===== src/rtl/quar_pkg.sv =====
// Shared definitions for the quarantine-lock controller: state encoding,
// the FSM state type and the default configuration constants.
package quar_pkg;

   localparam logic [1:0] ST_IDLE    = 2'd0;
   localparam logic [1:0] ST_ENTRY   = 2'd1;
   localparam logic [1:0] ST_CHECK   = 2'd2;
   localparam logic [1:0] ST_LOCKOUT = 2'd3;

   typedef enum logic [1:0] {
      IDLE    = ST_IDLE,
      ENTRY   = ST_ENTRY,
      CHECK   = ST_CHECK,
      LOCKOUT = ST_LOCKOUT
   } state_t;

   localparam int unsigned DEF_N_DIGITS   = 4;
   localparam int unsigned DEF_DIGIT_W    = 4;
   localparam int unsigned DEF_MAX_TRIES  = 3;
   localparam int unsigned DEF_LOCK_TICKS = 8;

endpackage


===== src/rtl/quar_entry_shift.sv =====
// Digit collection buffer: shifts digits in at the LSB end and keeps a
// saturating count of digits held; clear wins over a shift.
module quar_entry_shift
   import quar_pkg::*;
#(
   parameter int unsigned N_DIGITS = DEF_N_DIGITS,
   parameter int unsigned DIGIT_W  = DEF_DIGIT_W,
   localparam int unsigned CODE_W  = N_DIGITS * DIGIT_W,
   localparam int unsigned CW      = $clog2(N_DIGITS + 1)
) (
   input  logic               slowclock,
   input  logic               reset,
   input  logic               clear,
   input  logic               shift_en,
   input  logic [DIGIT_W-1:0] digit,
   output logic [CODE_W-1:0]  code,
   output logic [CW-1:0]      count
);

   localparam logic [CW-1:0] FULL = CW'(N_DIGITS);

   logic [CODE_W-1:0] code_q, code_d;
   logic [CW-1:0]     count_q, count_d;

   // Once the buffer is full further digits are dropped, so the held code is never disturbed.
   always_comb begin
      code_d  = code_q;
      count_d = count_q;
      if (clear) begin
         code_d  = '0;
         count_d = '0;
      end else if (shift_en && (count_q < FULL)) begin
         code_d  = (code_q << DIGIT_W) | CODE_W'(digit);
         count_d = count_q + CW'(1);
      end
   end

   always_ff @(posedge slowclock or negedge reset) begin
      if (!reset) begin
         code_q  <= '0;
         count_q <= '0;
      end else begin
         code_q  <= code_d;
         count_q <= count_d;
      end
   end

   assign code  = code_q;
   assign count = count_q;

endmodule


===== src/rtl/quar_lock_ctrl.sv =====
// Quarantine-lock controller: collects a code, checks it on pulseC and toggles QUAR.
// Define QUAR_LOCKOUT_EN to enable failed-attempt counting and the timed LOCKOUT state.
module quar_lock_ctrl
   import quar_pkg::*;
#(
   parameter int unsigned N_DIGITS   = DEF_N_DIGITS,
   parameter int unsigned DIGIT_W    = DEF_DIGIT_W,
   parameter int unsigned MAX_TRIES  = DEF_MAX_TRIES,
   parameter int unsigned LOCK_TICKS = DEF_LOCK_TICKS,
   localparam int unsigned CODE_W    = N_DIGITS * DIGIT_W,
   localparam int unsigned CW        = $clog2(N_DIGITS + 1),
   localparam int unsigned TW        = $clog2(MAX_TRIES + 1)
) (
   input  logic               slowclock,
   input  logic               reset,
   input  logic [DIGIT_W-1:0] digit_in,
   input  logic               digit_valid,
   input  logic               pulseC,
   input  logic [CODE_W-1:0]  secret,
   output logic               QUAR,
   output logic               outputFlag,
   output logic               fail,
   output logic               locked,
   output logic [CW-1:0]      entry_count,
   output logic [TW-1:0]      tries_left
);

   localparam logic [CW-1:0] FULL       = CW'(N_DIGITS);
   localparam logic [TW-1:0] TRIES_FULL = TW'(MAX_TRIES);

   // Zero tries or zero lockout ticks is not a meaningful configuration.
   if ((MAX_TRIES == 0) || (LOCK_TICKS == 0)) begin : g_unsupported_cfg
   end

   state_t            state_q, state_d;
   logic              quar_q, quar_d;
   logic              fail_q, fail_d;
   logic              out_flag_q;
   logic              clear, shift_en, code_match;
   logic [CODE_W-1:0] code;
   logic [CW-1:0]     count;

`ifdef QUAR_LOCKOUT_EN
   localparam int unsigned  LW        = $clog2(LOCK_TICKS + 1);
   localparam logic [LW-1:0] LOCK_LAST = LW'(LOCK_TICKS - 1);

   logic [TW-1:0] tries_q, tries_d;
   logic [LW-1:0] lock_cnt_q, lock_cnt_d;
`endif

   quar_entry_shift #(
      .N_DIGITS (N_DIGITS),
      .DIGIT_W  (DIGIT_W)
   ) u_entry (
      .slowclock (slowclock),
      .reset     (reset),
      .clear     (clear),
      .shift_en  (shift_en),
      .digit     (digit_in),
      .code      (code),
      .count     (count)
   );

   assign code_match = (count == FULL) && (code == secret);

   always_comb begin
      state_d  = state_q;
      quar_d   = quar_q;
      fail_d   = 1'b0;
      clear    = 1'b0;
      shift_en = 1'b0;
`ifdef QUAR_LOCKOUT_EN
      tries_d    = tries_q;
      lock_cnt_d = lock_cnt_q;
`endif
      case (state_q)
         IDLE, ENTRY: begin
            if (pulseC) begin
               state_d = CHECK;
            end else if (digit_valid) begin
               shift_en = 1'b1;
               state_d  = ENTRY;
            end
         end
         CHECK: begin
            clear   = 1'b1;
            state_d = IDLE;
            if (code_match) begin
               quar_d = ~quar_q;
`ifdef QUAR_LOCKOUT_EN
               tries_d = TRIES_FULL;
`endif
            end else begin
               fail_d = 1'b1;
`ifdef QUAR_LOCKOUT_EN
               // The last permitted attempt lands at zero rather than wrapping.
               if (tries_q > TW'(1)) begin
                  tries_d = tries_q - TW'(1);
               end else begin
                  tries_d    = '0;
                  lock_cnt_d = '0;
                  state_d    = LOCKOUT;
               end
`endif
            end
         end
`ifdef QUAR_LOCKOUT_EN
         LOCKOUT: begin
            if (lock_cnt_q == LOCK_LAST) begin
               lock_cnt_d = '0;
               tries_d    = TRIES_FULL;
               state_d    = IDLE;
            end else begin
               lock_cnt_d = lock_cnt_q + LW'(1);
            end
         end
`endif
         default: begin
            state_d = IDLE;
         end
      endcase
   end

   always_ff @(posedge slowclock or negedge reset) begin
      if (!reset) begin
         state_q    <= IDLE;
         quar_q     <= 1'b0;
         fail_q     <= 1'b0;
         out_flag_q <= 1'b1;
      end else begin
         state_q    <= state_d;
         quar_q     <= quar_d;
         fail_q     <= fail_d;
         out_flag_q <= 1'b0;
      end
   end

`ifdef QUAR_LOCKOUT_EN
   always_ff @(posedge slowclock or negedge reset) begin
      if (!reset) begin
         tries_q    <= TRIES_FULL;
         lock_cnt_q <= '0;
      end else begin
         tries_q    <= tries_d;
         lock_cnt_q <= lock_cnt_d;
      end
   end

   assign locked     = (state_q == LOCKOUT);
   assign tries_left = tries_q;
`else
   assign locked     = 1'b0;
   assign tries_left = TRIES_FULL;
`endif

   assign QUAR        = quar_q;
   assign outputFlag  = out_flag_q;
   assign fail        = fail_q;
   assign entry_count = count;

endmodule

===== config.mk =====
export PLATFORM = sky130hd
export DESIGN_NAME = quar_lock_ctrl
export DESIGN_NICKNAME = d
export VERILOG_FILES = /design/src/rtl/quar_pkg.sv /design/src/rtl/quar_entry_shift.sv /design/src/rtl/quar_lock_ctrl.sv
export SDC_FILE = /design/constraint.sdc
export NUM_CORES = 1
export LEC_CHECK = 0
export BUFFER_PORTS_ARGS = -buffer_cell sky130_fd_sc_hd__buf_2
export CORE_MARGIN = 1.5
export CORE_UTILIZATION = 50
export DETAILED_ROUTE_END_ITERATION = 16
export PLACE_DENSITY = 0.77
export RECOVER_POWER = 25
export SLEW_MARGIN = 20
export SYNTH_ARGS = -nofsm -noshare
export SYNTH_HDL_FRONTEND = slang
export SYNTH_SLANG_ARGS = --single-unit
export TNS_END_PERCENT = 30

===== constraint.sdc =====
create_clock -name slowclock -period 2.2 [get_ports slowclock]
set_clock_uncertainty 0.1 [all_clocks]
set_input_delay 0.22 -clock slowclock [delete_from_list [all_inputs] [get_ports slowclock]]
set_output_delay 0.22 -clock slowclock [all_outputs]
set_load 0.005 [all_outputs]

### After elaboration in Yosys (flattened, before gate mapping)

Index checks and enable logic that the tools add are counted.

* register bits: 24
* output and inout port bits: 9
* input port bits: 24

* magnitude comparators: 1
* $add $sub $neg: 1
* mux-type cells: 13
* bitwise operators: 2
* equal/unequal tests: 5
* reduce and logical (&&, ||, !) cells: 6

Operators by type and width (number)
* $mux 16: 2
* $eq 16x16->1: 1
* $or 16x4->16: 1
* $mux 1: 6
* $mux 2: 3
* $mux 3: 2
* $add 3x1->3 const B: 1
* $eq 3x3->1 const B: 1
* $lt 3x3->1 const B: 1
* $ne 3x3->1 const B: 1
* $eq 2x1->1 const B: 1
* $eq 2x2->1 const B: 1
* $logic_and 1x1->1: 2
* $logic_not 2->1: 1
* $reduce_and 2->1: 1
* $reduce_bool 2->1: 1
* $reduce_or 2->1: 1
* $not 1->1: 1

### Logic depth before layout (Yosys ltp)

* depth in word-level cells: 6
* depth in mapped cells: 6

### Hierarchy

Synthesis repeated with hierarchy kept, for this count alone.

* cell total of the unflattened synthesis: 113
* area total of the unflattened synthesis: 1298.7 um^2

By module, submodules not included
* quar_entry_shift: sequential area each 475.5 um^2, cells each 71, area each 899.6 um^2, instances 1
* quar_lock_ctrl: sequential area each 126.4 um^2, cells each 42, area each 399.1 um^2, instances 1

### Least setup slack after synthesis

Ideal clock, no wire load.

* kind: reg-to-reg
* start: reg u_entry.count_q[0], in the netlist u_entry.count[0]
* end: reg quar_q, in the netlist QUAR
* data arrival time: 1626 ps
* path slack: 394 ps
* cell stages (with the launch flop): 7
* library setup time: 79 ps
* path buffers: 0
* data required time: 2021 ps
* cell sequence: dfrtp_1 -> inv_1 -> ha_1 -> o211ai_1 -> or4_4 -> nor4_2 -> xor2_1

* longest elaborated chain between the ends: 3

Ends and longest elaborated chain
* from (decl): line quar_entry_shift.sv:23 `logic [CW-1:0] count_q, count_d;`
* from (signal assigned): line quar_entry_shift.sv:44 `count_q <= count_d;`
* $eq 3x3->1: line quar_lock_ctrl.sv:64 `assign code_match = (count == FULL) && (code == secret);`
* $logic_and 1x1->1: line quar_lock_ctrl.sv:64
* $reduce_and 2->1 (no source line)
* to (signal assigned): line quar_lock_ctrl.sv:132 `quar_q <= quar_d;`
* to (decl): line quar_lock_ctrl.sv:36 `logic quar_q, quar_d;`

No other way between the ends.
A chain may end at the register's enable or synchronous reset.

### Worst setup path in the final report

Same ends and word-level chain as after synthesis.

==> metrics <==
status=finished, final reports clean; Worst EP required=2.35 ns; Final setup viols=0; clock network power share=22.5%; register share of total power=58.1%; Seq cells post-synth=24; GP Congestion=0.757; Crit Path Max Fanout=4; post-DR wirelength/cell=12.0 um; Logic pwr share=19.5%; setup TNS=0 ns; net switching power=0.258 mW; unrepaired setup endpoints after global routing=false; syn avg cell area=9.43 um2; Starting DRT DRC Count=32; antenna violations before repair=0; Post-synth top flop=dfrtp_1; Core Rows=17; setup bufs post-CTS=0; top post-synthesis cells by area=dfrtp_1 (49%), nand2_1 (10%), xnor2_1 (6.7%); Synth Instances=125; Crit. End Element=flip-flop; Worst-Skew Late Latency=0.31 ns; fin. max-slew vios=0; R2R depth=6; f_max=530 MHz; Initial Util=53.3%; die area=2660 um2; DR vias=954; VDD IR-drop max=0.000425 V; min Tclk post-route=1.89 ns; first-pass GRT wire length=3670 um; r2r setup slk=0.31 ns; Seq/Total Area, Yosys=51.1%; layout cells sized above 1=22.5%; GRT Residual Overflow=0; Worst Hold Class=primary input to flip-flop; Net Sw Frac=28.9%; crit path from=u_entry.count[0]$_DFFE_PN0P_; pin count of the biggest net entering global routing=35; Synth Cell Area=1180 um2; most instantiated library cell after synthesis=nand2_1; Slew headroom=16.0%; Die Wd=51.6 um; crit path launch type=flip-flop; I/O pin count=33; register area=602 um2; most frequent cells after synthesis=nand2_1 (32), dfrtp_1 (23), o21ai_0 (14); maxcap violations=0; Min-Delay Startpoint=digit_in[2]; area taken by multi-input logic gates=532 um2; top cell type's share of synthesized area=48.8%; ANT cells=0; RR Startpoint=u_entry.count[0]$_DFFE_PN0P_; Reg clk slew, reported paths=0.12 ns; Layout Nets=187; YS warnings=0; Num CTS Buffers=3; Total GRT Usage=18.8%; leading area contributor after synthesis=dfrtp_1; Final Hold Viols=0; CTS root buf=clkbuf_4; vias in the first global route=890; Worst-Margin Slew=1.26 ns; worst path arrival time=2.03 ns; Final Cycle Share=85.7%; Core ar.=2210 um2; asr flop ratio synth=100%; DRT Pass-1 Iters=5; drt drc=0; Setup Crit Path Kind=flip-flop to flip-flop; Max clock buf depth=2; Port Buffers=29; Layout Area Growth over Synthesis=20.9%; Final HPWL DP=1650 um; Int Power=0.635 mW; hold depth=3; pwr/cell area=626 nW/um2; filler instances=201; CTS tree=built; vias per cell=5.07; H-tree levels=1; number of enable flip-flop cells after synthesis=0; post-route ant nets=0; final WL=2260 um; Pleak=0.671 nW; post-layout util=64.4%; die boundary height=51.6 um; unique cell type count in the Yosys netlist=28; Clock Sinks=24
final timing paths:
path,end
max,QUAR$_DFFE_PN0P_
min,u_entry.code[2]$_DFFE_PN0P_
max reg2reg,QUAR$_DFFE_PN0P_
min reg2reg,QUAR$_DFFE_PN0P_
max in group asynchronous,state_q[0]$_DFFE_PN0P_
min in group asynchronous,u_entry.code[11]$_DFFE_PN0P_
power groups by stage:
stage	combinational [mW]	clock [mW]	sequential, mW
6_report	0.174	0.200	0.519
3_5_place_dp	0.168	0	0.528
4_1_cts	0.177	0.210	0.519
2_1_floorplan	0.102	0	0.521
3_3_place_gp	0.164	0	0.524
5_1_grt	0.199	0.219	0.524
cell families (layout without fill, tap and decap cells):
family | after synthesis | after routing | synth area share (%)
AND/OR/NAND/NOR | 47 | 47 | 18.5
flip-flops | 24 | 24 | 51.1
AO/OA/AOI/OAI | 21 | 21 | 10.4
XOR/XNOR | 14 | 14 | 10.4
multiplexers | 2 | 2 | 1.70
other | 2 | 4 | 0.637
buffers and inverters | 13 | 46 | 5.20
adder cells (fa/ha/maj) | 2 | 2 | 2.12
flip-flops by register name, indices dropped and copies added (netlist names):
register       flops
u_entry.code      16
u_entry.count      3
state_q            2
QUAR               1
fail               1
outputFlag         1
layout make-up:
type	count	area share, %
timing repair buffer	36	14.6
multi-input combinational	90	37.3
sequential	24	42.2
inverter	6	1.58
tap	28	2.46
clock buffer	4	1.84
metrics by stage:
step                      hold slack, ns  cell area [um2]  worst slack (ns)  power [mW]  cells
after global placement             0.123             1350             0.380       0.688    179
after detailed placement           0.134             1350             0.333       0.696    179
after floorplan                   -0.176             1190             0.394       0.623    127
final                             0.0154             1430             0.314       0.893    188
after global routing              0.0532             1430             0.224       0.942    188
after CTS                         0.0102             1430             0.298       0.905    188
layout by cell type, fill, tap and decap left out, types with 2 or more instances in the layout:
cell type,Yosys,routed
buf_2,1,27
mux2i_1,2,2
xnor2_1,9,9
conb_1,2,4
nor3_1,2,2
nor2_1,5,5
dfrtp_1,23,23
nand2_1,32,32
o31ai_1,3,3
inv_1,6,6
xor2_1,5,5
dlygate4sd3_1,0,5
o21ai_0,14,14
clkbuf_4,0,3
clkbuf_1,3,3
ha_1,2,2
buf_4,3,2
layer usage:
layer / routed length, um / share of wire [%] / track usage (%) / vias up
li1: - / - / - / 473
met1: 1030 / 46 / 23.5 / 454
met2: 1120 / 49 / 31.6 / 23
met3: 82 / 3.6 / 2.59 / 4
met4: 31 / 1.4 / 10.1 / 0
met5: 0 / 0 / 0 / -
worst max-delay path: stages (launching register included):
cell and delay, ns:
dfrtp_1 0.43, inv_1 0.10, ha_1 0.15, o211ai_1 0.09
or4_4 0.53, nor4_2 0.28, xor2_1 0.16
timing repair:
action                    CTS  global route
hold endpoints to repair   27             0
hold buffers                5             0
gates resized for setup     0             0
Power figures use the tool's default switching activity.
